$ cat config.mk
export PLATFORM = sky130hd
export DESIGN_NAME = time_set_controller
export DESIGN_NICKNAME = d
export VERILOG_FILES = /design/src/rtl/time_set_controller_pkg.sv /design/src/rtl/time_set_controller_wrap_counter.sv /design/src/rtl/time_set_controller.sv
export SDC_FILE = /design/constraint.sdc
export NUM_CORES = 1
export LEC_CHECK = 0
export BUFFER_PORTS_ARGS = -buffer_cell sky130_fd_sc_hd__buf_2
export CORE_AREA = 2 2 100 102
export CTS_BUF_LIST = sky130_fd_sc_hd__clkbuf_16
export DETAILED_ROUTE_END_ITERATION = 6
export DIE_AREA = 0 0 102 104
export MAX_ROUTING_LAYER = met4
export PLACE_DENSITY = 0.75
export SLEW_MARGIN = 20
export SYNTH_ARGS = -nofsm -noshare
export SYNTH_HDL_FRONTEND = slang
export SYNTH_HIERARCHICAL = 1
export SYNTH_SLANG_ARGS = --single-unit
export TNS_END_PERCENT = 1
$ cat constraint.sdc
create_clock -name clk -period 2.63 [get_ports clk]
set_clock_uncertainty 0.05 [all_clocks]
set_input_delay 0.3945 -clock clk [delete_from_list [all_inputs] [get_ports clk]]
set_output_delay 0.3945 -clock clk [all_outputs]
set_load 0.01 [all_outputs]
$ cat src/rtl/time_set_controller_pkg.sv
// Shared encodings and field limits for the clock time base.
// No logic: constants and the mode enum only.
// Not applicable: no datapath or flow control here.
package time_set_controller_pkg;

    typedef enum logic [1:0] {
        MODE_RUN   = 2'b00,
        MODE_SET_H = 2'b01,
        MODE_SET_M = 2'b10
    } mode_t;

    localparam int HOURS_MAX  = 23;
    localparam int MINSEC_MAX = 59;
    localparam int HOURS_W    = 5;
    localparam int MINSEC_W   = 6;

endpackage

$ cat src/rtl/time_set_controller_wrap_counter.sv
// Modulo-(MAX+1) up counter with synchronous clear and combinational carry-out.
// Value updates on the edge that samples inc/clr; carry is same-cycle.
// No backpressure: inc is a single-cycle strobe, clr has priority over inc.
module wrap_counter #(
    parameter int MAX = 59,
    parameter int W   = 6
) (
    input  logic         clk,
    input  logic         rst_n,
    input  logic         inc,
    input  logic         clr,
    output logic [W-1:0] value,
    output logic         carry
);

    localparam logic [W-1:0] MAX_V = W'(MAX);

    assign carry = inc && (value == MAX_V);

    // Count with wrap at MAX; clear wins over increment
    always_ff @(posedge clk or negedge rst_n) begin
        if (!rst_n) begin
            value <= '0;
        end else if (clr) begin
            value <= '0;
        end else if (inc) begin
            value <= (value == MAX_V) ? '0 : value + 1'b1;
        end
    end

endmodule

$ cat src/rtl/time_set_controller.sv
// Clock time base: 1 s prescaler, hh:mm:ss counters, RUN/SET_H/SET_M mode FSM with auto-repeat.
// Outputs registered; button edges act on the edge that samples them (1 cycle latency).
// No backpressure: button levels are sampled every cycle, nothing is ever stalled.
module time_set_controller
    import time_set_controller_pkg::*;
#(
    parameter int TICK_DIV = 50_000_000,
    parameter int HOLD_DIV = 12_500_000
) (
    input  logic                clk,
    input  logic                rst_n,
    input  logic                btn_mode,
    input  logic                btn_up,
    output logic [HOURS_W-1:0]  hours,
    output logic [MINSEC_W-1:0] minutes,
    output logic [MINSEC_W-1:0] seconds,
    output logic [1:0]          mode,
    output logic                blink
);

    localparam int PW = (TICK_DIV > 1) ? $clog2(TICK_DIV) : 1;
    localparam int HW = (HOLD_DIV > 1) ? $clog2(HOLD_DIV) : 1;
    localparam logic [PW-1:0] PRESC_MAX = PW'(TICK_DIV - 1);
    localparam logic [PW-1:0] BLINK_MAX = PW'(TICK_DIV / 2 - 1);
    localparam logic [HW-1:0] HOLD_MAX  = HW'(HOLD_DIV - 1);

    mode_t         state_q;
    mode_t         state_d;
    logic          btn_mode_q;
    logic          btn_up_q;
    logic          rise_mode;
    logic          rise_up;
    logic          mode_chg;
    logic          up_step;
    logic          tick;
    logic          set_h_inc;
    logic          set_m_inc;
    logic          sec_clr;
    logic          sec_carry;
    logic          min_carry;
    logic          hr_carry_unused;
    logic [PW-1:0] presc_q;
    logic [PW-1:0] blink_cnt_q;
    logic [HW-1:0] hold_q;

    assign rise_mode = btn_mode & ~btn_mode_q;
    assign rise_up   = btn_up & ~btn_up_q;
    assign mode      = state_q;

    // Previous-cycle button samples for rising-edge detection
    always_ff @(posedge clk or negedge rst_n) begin
        if (!rst_n) begin
            btn_mode_q <= 1'b0;
            btn_up_q   <= 1'b0;
        end else begin
            btn_mode_q <= btn_mode;
            btn_up_q   <= btn_up;
        end
    end

    // Mode state register
    always_ff @(posedge clk or negedge rst_n) begin
        if (!rst_n) begin
            state_q <= MODE_RUN;
        end else begin
            state_q <= state_d;
        end
    end

    // Next mode and per-cycle strobes; a mode change suppresses any field increment
    always_comb begin
        state_d   = state_q;
        mode_chg  = 1'b0;
        up_step   = 1'b0;
        tick      = 1'b0;
        set_h_inc = 1'b0;
        set_m_inc = 1'b0;
        sec_clr   = 1'b0;
        case (state_q)
            MODE_RUN:   if (rise_mode) state_d = MODE_SET_H;
            MODE_SET_H: if (rise_mode) state_d = MODE_SET_M;
            MODE_SET_M: if (rise_mode) state_d = MODE_RUN;
            default:    state_d = MODE_RUN;
        endcase
        mode_chg  = (state_d != state_q);
        up_step   = rise_up || (btn_up && btn_up_q && (hold_q == HOLD_MAX));
        tick      = (state_q == MODE_RUN) && (presc_q == PRESC_MAX);
        set_h_inc = (state_q == MODE_SET_H) && !mode_chg && up_step;
        set_m_inc = (state_q == MODE_SET_M) && !mode_chg && up_step;
        sec_clr   = (state_q == MODE_SET_M) && (state_d == MODE_RUN);
    end

    // 1 s prescaler: only runs while staying in RUN, so re-entry restarts a full period
    always_ff @(posedge clk or negedge rst_n) begin
        if (!rst_n) begin
            presc_q <= '0;
        end else if ((state_q == MODE_RUN) && (state_d == MODE_RUN)) begin
            presc_q <= tick ? '0 : presc_q + 1'b1;
        end else begin
            presc_q <= '0;
        end
    end

    // Auto-repeat timer: restarts on the press edge, runs while held, cleared on release
    always_ff @(posedge clk or negedge rst_n) begin
        if (!rst_n) begin
            hold_q <= '0;
        end else if (mode_chg || !btn_up || rise_up || (hold_q == HOLD_MAX)) begin
            hold_q <= '0;
        end else begin
            hold_q <= hold_q + 1'b1;
        end
    end

    // Blink for the field being set: on at SET entry, toggles every TICK_DIV/2 cycles
    always_ff @(posedge clk or negedge rst_n) begin
        if (!rst_n) begin
            blink       <= 1'b0;
            blink_cnt_q <= '0;
        end else if (state_d == MODE_RUN) begin
            blink       <= 1'b0;
            blink_cnt_q <= '0;
        end else if (mode_chg) begin
            blink       <= 1'b1;
            blink_cnt_q <= '0;
        end else if (blink_cnt_q == BLINK_MAX) begin
            blink       <= ~blink;
            blink_cnt_q <= '0;
        end else begin
            blink_cnt_q <= blink_cnt_q + 1'b1;
        end
    end

    wrap_counter #(.MAX(MINSEC_MAX), .W(MINSEC_W)) u_sec (
        .clk   (clk),
        .rst_n (rst_n),
        .inc   (tick),
        .clr   (sec_clr),
        .value (seconds),
        .carry (sec_carry)
    );

    // Set-mode minute increments may wrap 59->0 but must not reach hours,
    // so the hour carry is qualified by the seconds carry.
    wrap_counter #(.MAX(MINSEC_MAX), .W(MINSEC_W)) u_min (
        .clk   (clk),
        .rst_n (rst_n),
        .inc   (sec_carry | set_m_inc),
        .clr   (1'b0),
        .value (minutes),
        .carry (min_carry)
    );

    wrap_counter #(.MAX(HOURS_MAX), .W(HOURS_W)) u_hr (
        .clk   (clk),
        .rst_n (rst_n),
        .inc   ((sec_carry & min_carry) | set_h_inc),
        .clr   (1'b0),
        .value (hours),
        .carry (hr_carry_unused)
    );

endmodule

# ---- Word-level counts from Yosys, hierarchy flattened
# Index checks and enable logic that the tools add are counted.
dict set report classes {
  n_addsub 6
  muxes 18
  bitwise 8
  eq_ne 9
  n_reduce_logical 21
}
# operator n
set ops {}
lappend ops {{$mux 26} 5}
lappend ops {{$add 26x1->26 const B} 2}
lappend ops {{$eq 26x25->1 const B} 1}
lappend ops {{$eq 26x26->1 const B} 1}
lappend ops {{$add 24x1->24 const B} 1}
lappend ops {{$eq 24x24->1 const B} 1}
lappend ops {{$mux 24} 1}
lappend ops {{$mux 6} 4}
lappend ops {{$add 6x1->6 const B} 2}
lappend ops {{$eq 6x6->1 const B} 2}
lappend ops {{$logic_and 1x1->1} 11}
lappend ops {{$mux 2} 3}
lappend ops {{$pmux 2 s3} 1}
lappend ops {{$add 5x1->5 const B} 1}
lappend ops {{$eq 5x5->1 const B} 1}
lappend ops {{$mux 5} 1}
lappend ops {{$logic_not 2->1} 2}
lappend ops {{$logic_or 1x1->1} 4}
lappend ops {{$and 1x1->1} 3}
lappend ops {{$mux 1} 3}
lappend ops {{$not 1->1} 3}
lappend ops {{$reduce_bool 3->1} 1}
lappend ops {{$eq 2x1->1 const B} 1}
lappend ops {{$eq 2x2->1 const B} 1}
lappend ops {{4 further kinds} 6}
dict set report word_totals {
  wordCells 72
  register_bits 98
}

# ---- Longest topological paths before layout
# Gate-level depths: netlist of run 1.
dict set report logic_depth {
  depth_word 12
  depth_mapped 14
  depth_no_buf 13
}

# ---- By module
# Netlist of run 1, hierarchy kept.
# module seq_area_each_um2 n_inst cells_each area_each_um2
set modules_own_cells {}
lappend modules_own_cells {time_set_controller 2026.9 1 422 4209.0}
lappend modules_own_cells {{wrap_counter at u_min ...} 150.1 2 33 329.1}
lappend modules_own_cells {{wrap_counter at u_hr} 125.1 1 24 262.8}

# ---- Worst setup path before layout of run 1
# OpenSTA, ideal clock, no wires.
dict set report synth_timing {
  path_kind {register -> register}
  from {register state_q[1] (netlist: mode[1])}
  to {register u_hr.value[3]}
  synth_period_minus_slack_ns 2.748
  path_buffers 1
  stages_incl_launch_ff 15
  path_slack_ns -0.118
  arrival_ns 2.575
  path_cell_list {dfrtp_1 nand4bb_1 nor4_1 nand4_1 nor2_1 nand2_1 nor2b_1 o21bai_1 nand2_1 nor2b_1 nand2_1 o21ai_0 buf_2 nand4_1 mux2i_1}
}
# item line_no
set synth_lines {}
lappend synth_lines {{start: declaration} time_set_controller.sv:27} ;# mode_t state_q;
lappend synth_lines {{start signal: assignment} time_set_controller.sv:66} ;# state_q <= state_d;
lappend synth_lines {{$logic_not 2->1} time_set_controller.sv:87} ;# tick = (state_q == MODE_RUN) && (presc_q == PRESC_MAX);
lappend synth_lines {{$logic_and 1x1->1} time_set_controller.sv:87}
lappend synth_lines {{via tick} time_set_controller.sv:35} ;# logic tick;
lappend synth_lines {{$logic_and 1x1->1} time_set_controller_wrap_counter.sv:18} ;# assign carry = inc && (value == MAX_V);
lappend synth_lines {{via sec_carry} time_set_controller.sv:39} ;# logic sec_carry;
lappend synth_lines {{$or 1x1->1} time_set_controller.sv:148} ;# .inc (sec_carry | set_m_inc),
lappend synth_lines {{$logic_and 1x1->1} time_set_controller_wrap_counter.sv:18}
lappend synth_lines {{via min_carry} time_set_controller.sv:40} ;# logic min_carry;
lappend synth_lines {{$and 1x1->1} time_set_controller.sv:157} ;# .inc ((sec_carry & min_carry) | set_h_inc),
lappend synth_lines {{$or 1x1->1} time_set_controller.sv:157}
lappend synth_lines {{end signal: assignment} time_set_controller_wrap_counter.sv:27} ;# value <= (value == MAX_V) ? '0 : value + 1'b1;
lappend synth_lines {{end: declaration} time_set_controller_wrap_counter.sv:12} ;# output logic [W-1:0] value,
# The timed path passes the listed nets, and every way through them passes these cells.
# A chain may end at the register's enable or synchronous reset.

# ---- Worst setup path after layout of run 1
# Ends and elaborated chain as after synthesis.

==> flow_summary.yaml, run 1 <==
synth:
  synth.cell_area_um2: 5120
  syn_area_per_cell_um2: 10.0
  synth_warnings: 6
  synth_cells: 510
power:
  p_per_area_nw_per_um2: 607
  power.total_uw: 3570
  peakVddDrop_mv: 0.468
  p_leak_uw: 0.00252
floorplan:
  rows: 36
  fp.dieW_um: 102
  num_io_pins: 24
  coreArea_um2: 9550
  die_h_um: 104
  start_util_pct: 53.6
  dieArea_um2: 10600
placed_design:
  dp_hpwl_um: 6920
  place_congestion: 0.849
  place_inst: 683
  portBuffers: 23
cells_and_area:
  finalNetCount: 575
  layout-drive-gt1-share_pct: 16.0
  area_growth_pct: 14.8
  finalNonFillerCells: 702
  utilization_pct: 61.5
  antenna_cells: 0
cts:
  cts_hold_buf: 0
  cts_buffers: 9
  htree_levels: 3
  cts_num_sinks: 98
  worstSkewPairLatency_ns: 0.34
  clockBufferDepth: 2
  cts_root_buffer: "clkbuf_16"
  cts_tree: "done"
  clk_pin_slew_ns: 0.07
status:
  status: "complete, no violations"
global_route:
  grt_max_degree: 51
  grt_pass1_vias: 3754
  grt_overflow_total: 0
  grt_usage_pct: 20.8
  antenna_found_initial: 0
  grt_pass1_wl_um: 17400
drt:
  dr.pass1.iters: 5
  num_vias: 3870
  wirelength_um: 10100
  final_antenna_net_count: 0
  wire_per_inst_um: 14.4
  drtIter0Drc: 157
  routed_via_density: 5.51
  drc: 0
worst_setup_path:
  critical_path_arrival_ns: 2.65
  cp.required_ns: 2.80
  criticalPathCategory: "register to register"
  crit_path_max_fanout: 6
  regToRegStartpoint: "mode[1]$_DFF_PN0_"
  crit_path_end_kind: "register"
  startpoint: "mode[1]$_DFF_PN0_"
  cp-start-kind: "register"
timing:
  finalSetupTns_ns: 0
  rsz0062_at_grt: "true"
  maxSlewViolCount: 0
  hold_violations: 0
  worst_pin_slew_ns: 0.656
  layout_min_cycle_time_ns: 2.48
  relSlewSlack_pct: 56.3
  setup_viol: 0
  post-route-period-util_pct: 94.4
  clock.fmax_mhz: 403
worst_hold_path:
  hp-class: "primary input to async pin"
job:
  maxCapViolCount: 0
[layer usage]
layer / track usage (%) / wire, um / vias to the layer above
li1: - / - / 1878
met1: 28.1 / 4660 / 1905
met2: 32.4 / 4970 / 75
met3: 2.96 / 334 / 12
met4: 6.57 / 131 / 0
met5: - / 0 / -
[path summary, 6_finish.rpt]
check,to,slack (ns),depth (start not counted)
max in group asynchronous,u_sec/value[3]$_DFFE_PN0P_,1.82,2
min in group clk,btn_mode_q$_DFF_PN0_,0.15,1
min,blink_cnt_q[13]$_DFF_PN0_,0.03,1
min reg2reg,presc_q[0]$_DFF_PN0_,0.44,1
max reg2reg,u_hr/value[3]$_DFFE_PN0P_,0.15,14
max,u_hr/value[3]$_DFFE_PN0P_,0.15,14
[layout make-up]
type | count | area (um2)
multi-input cells | 407 | 2640
repair buffers | 43 | 280
flip-flops and latches | 98 | 2450
fillers | 825 | 3670
clock inverters | 6 | 83.8
well taps | 133 | 166
clock buffers | 9 | 225
inverters | 6 | 22.5
[worst max-delay path: stages (launching register included)]
cell and delay [ns]:
dfrtp_2 0.40, nand4bb_1 0.21, nor4_2 0.15, nand4_1 0.23, nor2_2 0.22, nand2_2 0.09, nor2b_2 0.14, o21bai_4 0.14
nand2_2 0.07, nor2b_1 0.13, nand2_1 0.06, o21ai_1 0.07, buf_4 0.16, nand4_1 0.11, mux2i_1 0.14
[per-stage QoR]
stage / worst slack (ns) / instance area (um2) / hold WS (ns)
final: 0.147 / 5880 / 0.0268
after global routing: -0.0381 / 5880 / 0.0813
after CTS: 0.00294 / 5800 / 0.0518
after detailed placement: -0.0116 / 5490 / 0.415
after global placement: 0.0919 / 5490 / 0.410
after floorplan: 0.0134 / 5170 / 0.0489
[cells in the final DEF (no fill, tap or decap), drive strengths merged, types with 3 or more instances in the layout]
cell type and n:
inv 7, dfrtp 98, conb 13, xor2 33, o21ai 12, nand4 26
nor2b 8, and3 13, or3 4, nand3 36, nand2b 5, nor4 10
buf 43, nor2 98, o311ai 4, ha 6, and4 7, or2 3
nor4b 6, mux2i 5, nand2 39, xnor2 36, clkbuf 9, a21oi 8
nor3 11
[sequential cells by signal, indices dropped and copies added, names as in the netlist]
signal       cells
u_sec/value      6
presc_q         26
blink            1
u_hr/value       5
hold_q          24
blink_cnt_q     26
u_min/value      6
btn_mode_q       1
mode             2
btn_up_q         1
[power by group]
part / total (uW) / internal, uW / switching (uW)
registers: 1670 / 1580 / 83.7
logic: 536 / 187 / 350
clock network: 1360 / 823 / 541
[what timing repair did]
item                                    CTS  global route
endpoints found under the setup margin    3             5
resized for setup                         0            10
setup buffers                             0             4
pin swaps                                 2             4
Power figures use the tool's default switching activity.
==> run 2: changes to the inputs <==
CORE_AREA = 2 2 134 136   (was 2 2 100 102)
DIE_AREA = 0 0 136 138   (was 0 0 102 104)
PLACE_DENSITY = 0.45   (was 0.75)
clock period = 3.16 ns   (was 2.63 ns; I/O delays follow)
==> run 2 against run 1 <==
Compared with the run above:
- hold slack better by 0.046 ns
- global-route usage down 8.4 points
- non-clock buffer count decreased by 11
- via count is 5.8% lower
- sequential power decreased by 17%
- register-to-register slack improved by 0.20 ns
- sequential share of layout area is 0.39 points higher
- fmax shrank 12%
- clock power is 21% lower
- critical path depth shrank 1
- count of clock-buffer cells in the layout unchanged
- combinational power is 16% lower
==> flow_summary.yaml, run 2 (synthesis results as in run 1) <==
floorplan:
  fp.dieW_um: 136
  coreArea_um2: 17500
  rows: 49
  die_h_um: 138
  dieArea_um2: 18800
  num_io_pins: 24
  start_util_pct: 29.2
global_route:
  grt_usage_pct: 12.3
  grt_pass1_wl_um: 18400
  grt_overflow_total: 0
  antenna_found_initial: 0
  grt_pass1_vias: 3716
  grt_max_degree: 44
placed_design:
  place_area_um2: 5540
  dp_slack_ns: 0.117
  place_inst: 772
  place_congestion: 0.799
  dp_hpwl_um: 7040
  portBuffers: 23
worst_hold_path:
  hp-class: "primary input to async pin"
cells_and_area:
  nFillCells: 1838
  stdcell_area_um2: 5820
  finalNonFillerCells: 788
  antenna_cells: 0
  top_regs: "blink_cnt_q (26), presc_q (26), hold_q (24)"
  layout-drive-gt1-share_pct: 12.3
  multi_input_area_um2: 2590
  final_cell_mix: "dfrtp_1 (98), nor2_1 (97), nand2_1 (39)"
  finalNetCount: 564
  seq_area_um2: 2450
  final_common_cell: "dfrtp_1"
  area_growth_pct: 13.6
cts:
  cts_tree: "done"
  clockBufferDepth: 2
  cts_buffers: 9
  htree_levels: 3
  post-cts-setup-buffer-count: 0
  cts_num_sinks: 98
  cts_root_buffer: "clkbuf_16"
  clk_pin_slew_ns: 0.07
  worstSkewPairLatency_ns: 0.35
worst_setup_path:
  r2r_end: "u_hr/value[3]$_DFFE_PN0P_"
  crit_path_max_fanout: 6
  max_stage_delay_ns: 0.38
  r2r_slack_ns: 0.35
  startpoint: "presc_q[0]$_DFF_PN0_"
  path_cells: "ha_1, and4_1, nand2_1, nor2_1, nand2_1, nor2b_1, o21bai_1, nand2_1, nor2b_1, nand2_1, o21ai_2, nand4_1, mux2i_1"
  criticalPathCategory: "register to register"
  ff2ff_path_depth: 13
  cp_num_buf_inv: 0
  critical_path_arrival_ns: 3.00
  cp.required_ns: 3.35
  cp_top_family: "simple AND/OR/NAND/NOR gates"
  cp-start-kind: "register"
  regToRegStartpoint: "presc_q[0]$_DFF_PN0_"
  cp_common_cell: "nand2_1"
  crit_slowest_cell: "dfrtp_1"
  crit_path_end_kind: "register"
  crit_cells: 13
timing:
  rsz0062_at_grt: "false"
  layout_min_cycle_time_ns: 2.81
  relSlewSlack_pct: 60.4
  finalWorstSetupSlack_ns: 0.346
  finalSetupTns_ns: 0
  worst_pin_slew_ns: 0.593
  hold_violations: 0
  maxSlewViolCount: 0
  setup_viol: 0
  post-route-period-util_pct: 89.1
  clock.fmax_mhz: 355
power:
  p_leak_uw: 0.00243
  p_per_area_nw_per_um2: 499
  peakVddDrop_mv: 0.250
drt:
  wirelength_um: 10300
  wire_per_inst_um: 13.0
  num_vias: 3645
  dr.pass1.iters: 4
  drc: 0
  final_antenna_net_count: 0
  routed_via_density: 4.63
  drtIter0Drc: 214
job:
  maxCapViolCount: 0
status:
  status: "complete, no violations"
[run 2: changes by cell type in the layout (fill, tap and decap cells not counted), moves of 2 or more]
cell / change
buf_4: -10
inv_1: +2
nand2_1: +2
nand2_2: -2
nand3_1: +2
nand3_2: -2
[run 2: area by class of cell]
type	count	area share (%)
clock inverter	7	0.925
sequential	98	42.2
inverter	6	0.387
timing repair buffer	32	3.18
tap	229	4.92
multi-input combinational	407	44.6
clock buffer	9	3.87
[run 2: how the worst max path moves through the flow]
stage,end,slack [ns]
6_report,u_hr/value[3]$_DFFE_PN0P_,0.35
5_1_grt,u_hr/value[3]$_DFFE_PN0P_,0.03
4_1_cts,u_hr/value[3]$_DFFE_PN0P_,0.09
3_5_place_dp,u_hr/value[3]$_DFFE_PN0P_,0.12
3_3_place_gp,u_hr/value[3]$_DFFE_PN0P_,0.22
2_1_floorplan,u_hr/value[3]$_DFFE_PN0P_,0.42
[run 2: per-stage QoR]
step           power (uW)  util (%)  hold slack, ns
2_1_floorplan        1720         -           0.128
3_3_place_gp         1860      31.6           0.410
3_5_place_dp         1870      31.6           0.425
4_1_cts              2950      33.2          0.0994
5_1_grt              3070      33.2           0.120
6_report             2900      33.2          0.0732
[run 2: timing repair]
| item | CTS | global route |
|---|---|---|
| setup endpoints to repair | 0 | 5 |
| hold buffers | 0 | 0 |
| resized for setup | 0 | 2 |
[run 2: routing by layer]
metal	vias to the layer above	GRT usage, %	wire length, um
met5	-	-	0
met2	44	17.6	4510
met1	1741	17.4	5320
met3	12	1.91	240
met4	0	5.15	186
li1	1848	-	-
[run 2: power by group]
| group | internal [uW] | switching [uW] | leakage, uW |
|---|---|---|---|
| Clock | 599 | 474 | 0.000148 |
| Combinational | 153 | 295 | 0.000942 |
| Sequential | 1320 | 65.9 | 0.00134 |
| Total | 2070 | 834 | 0.00243 |
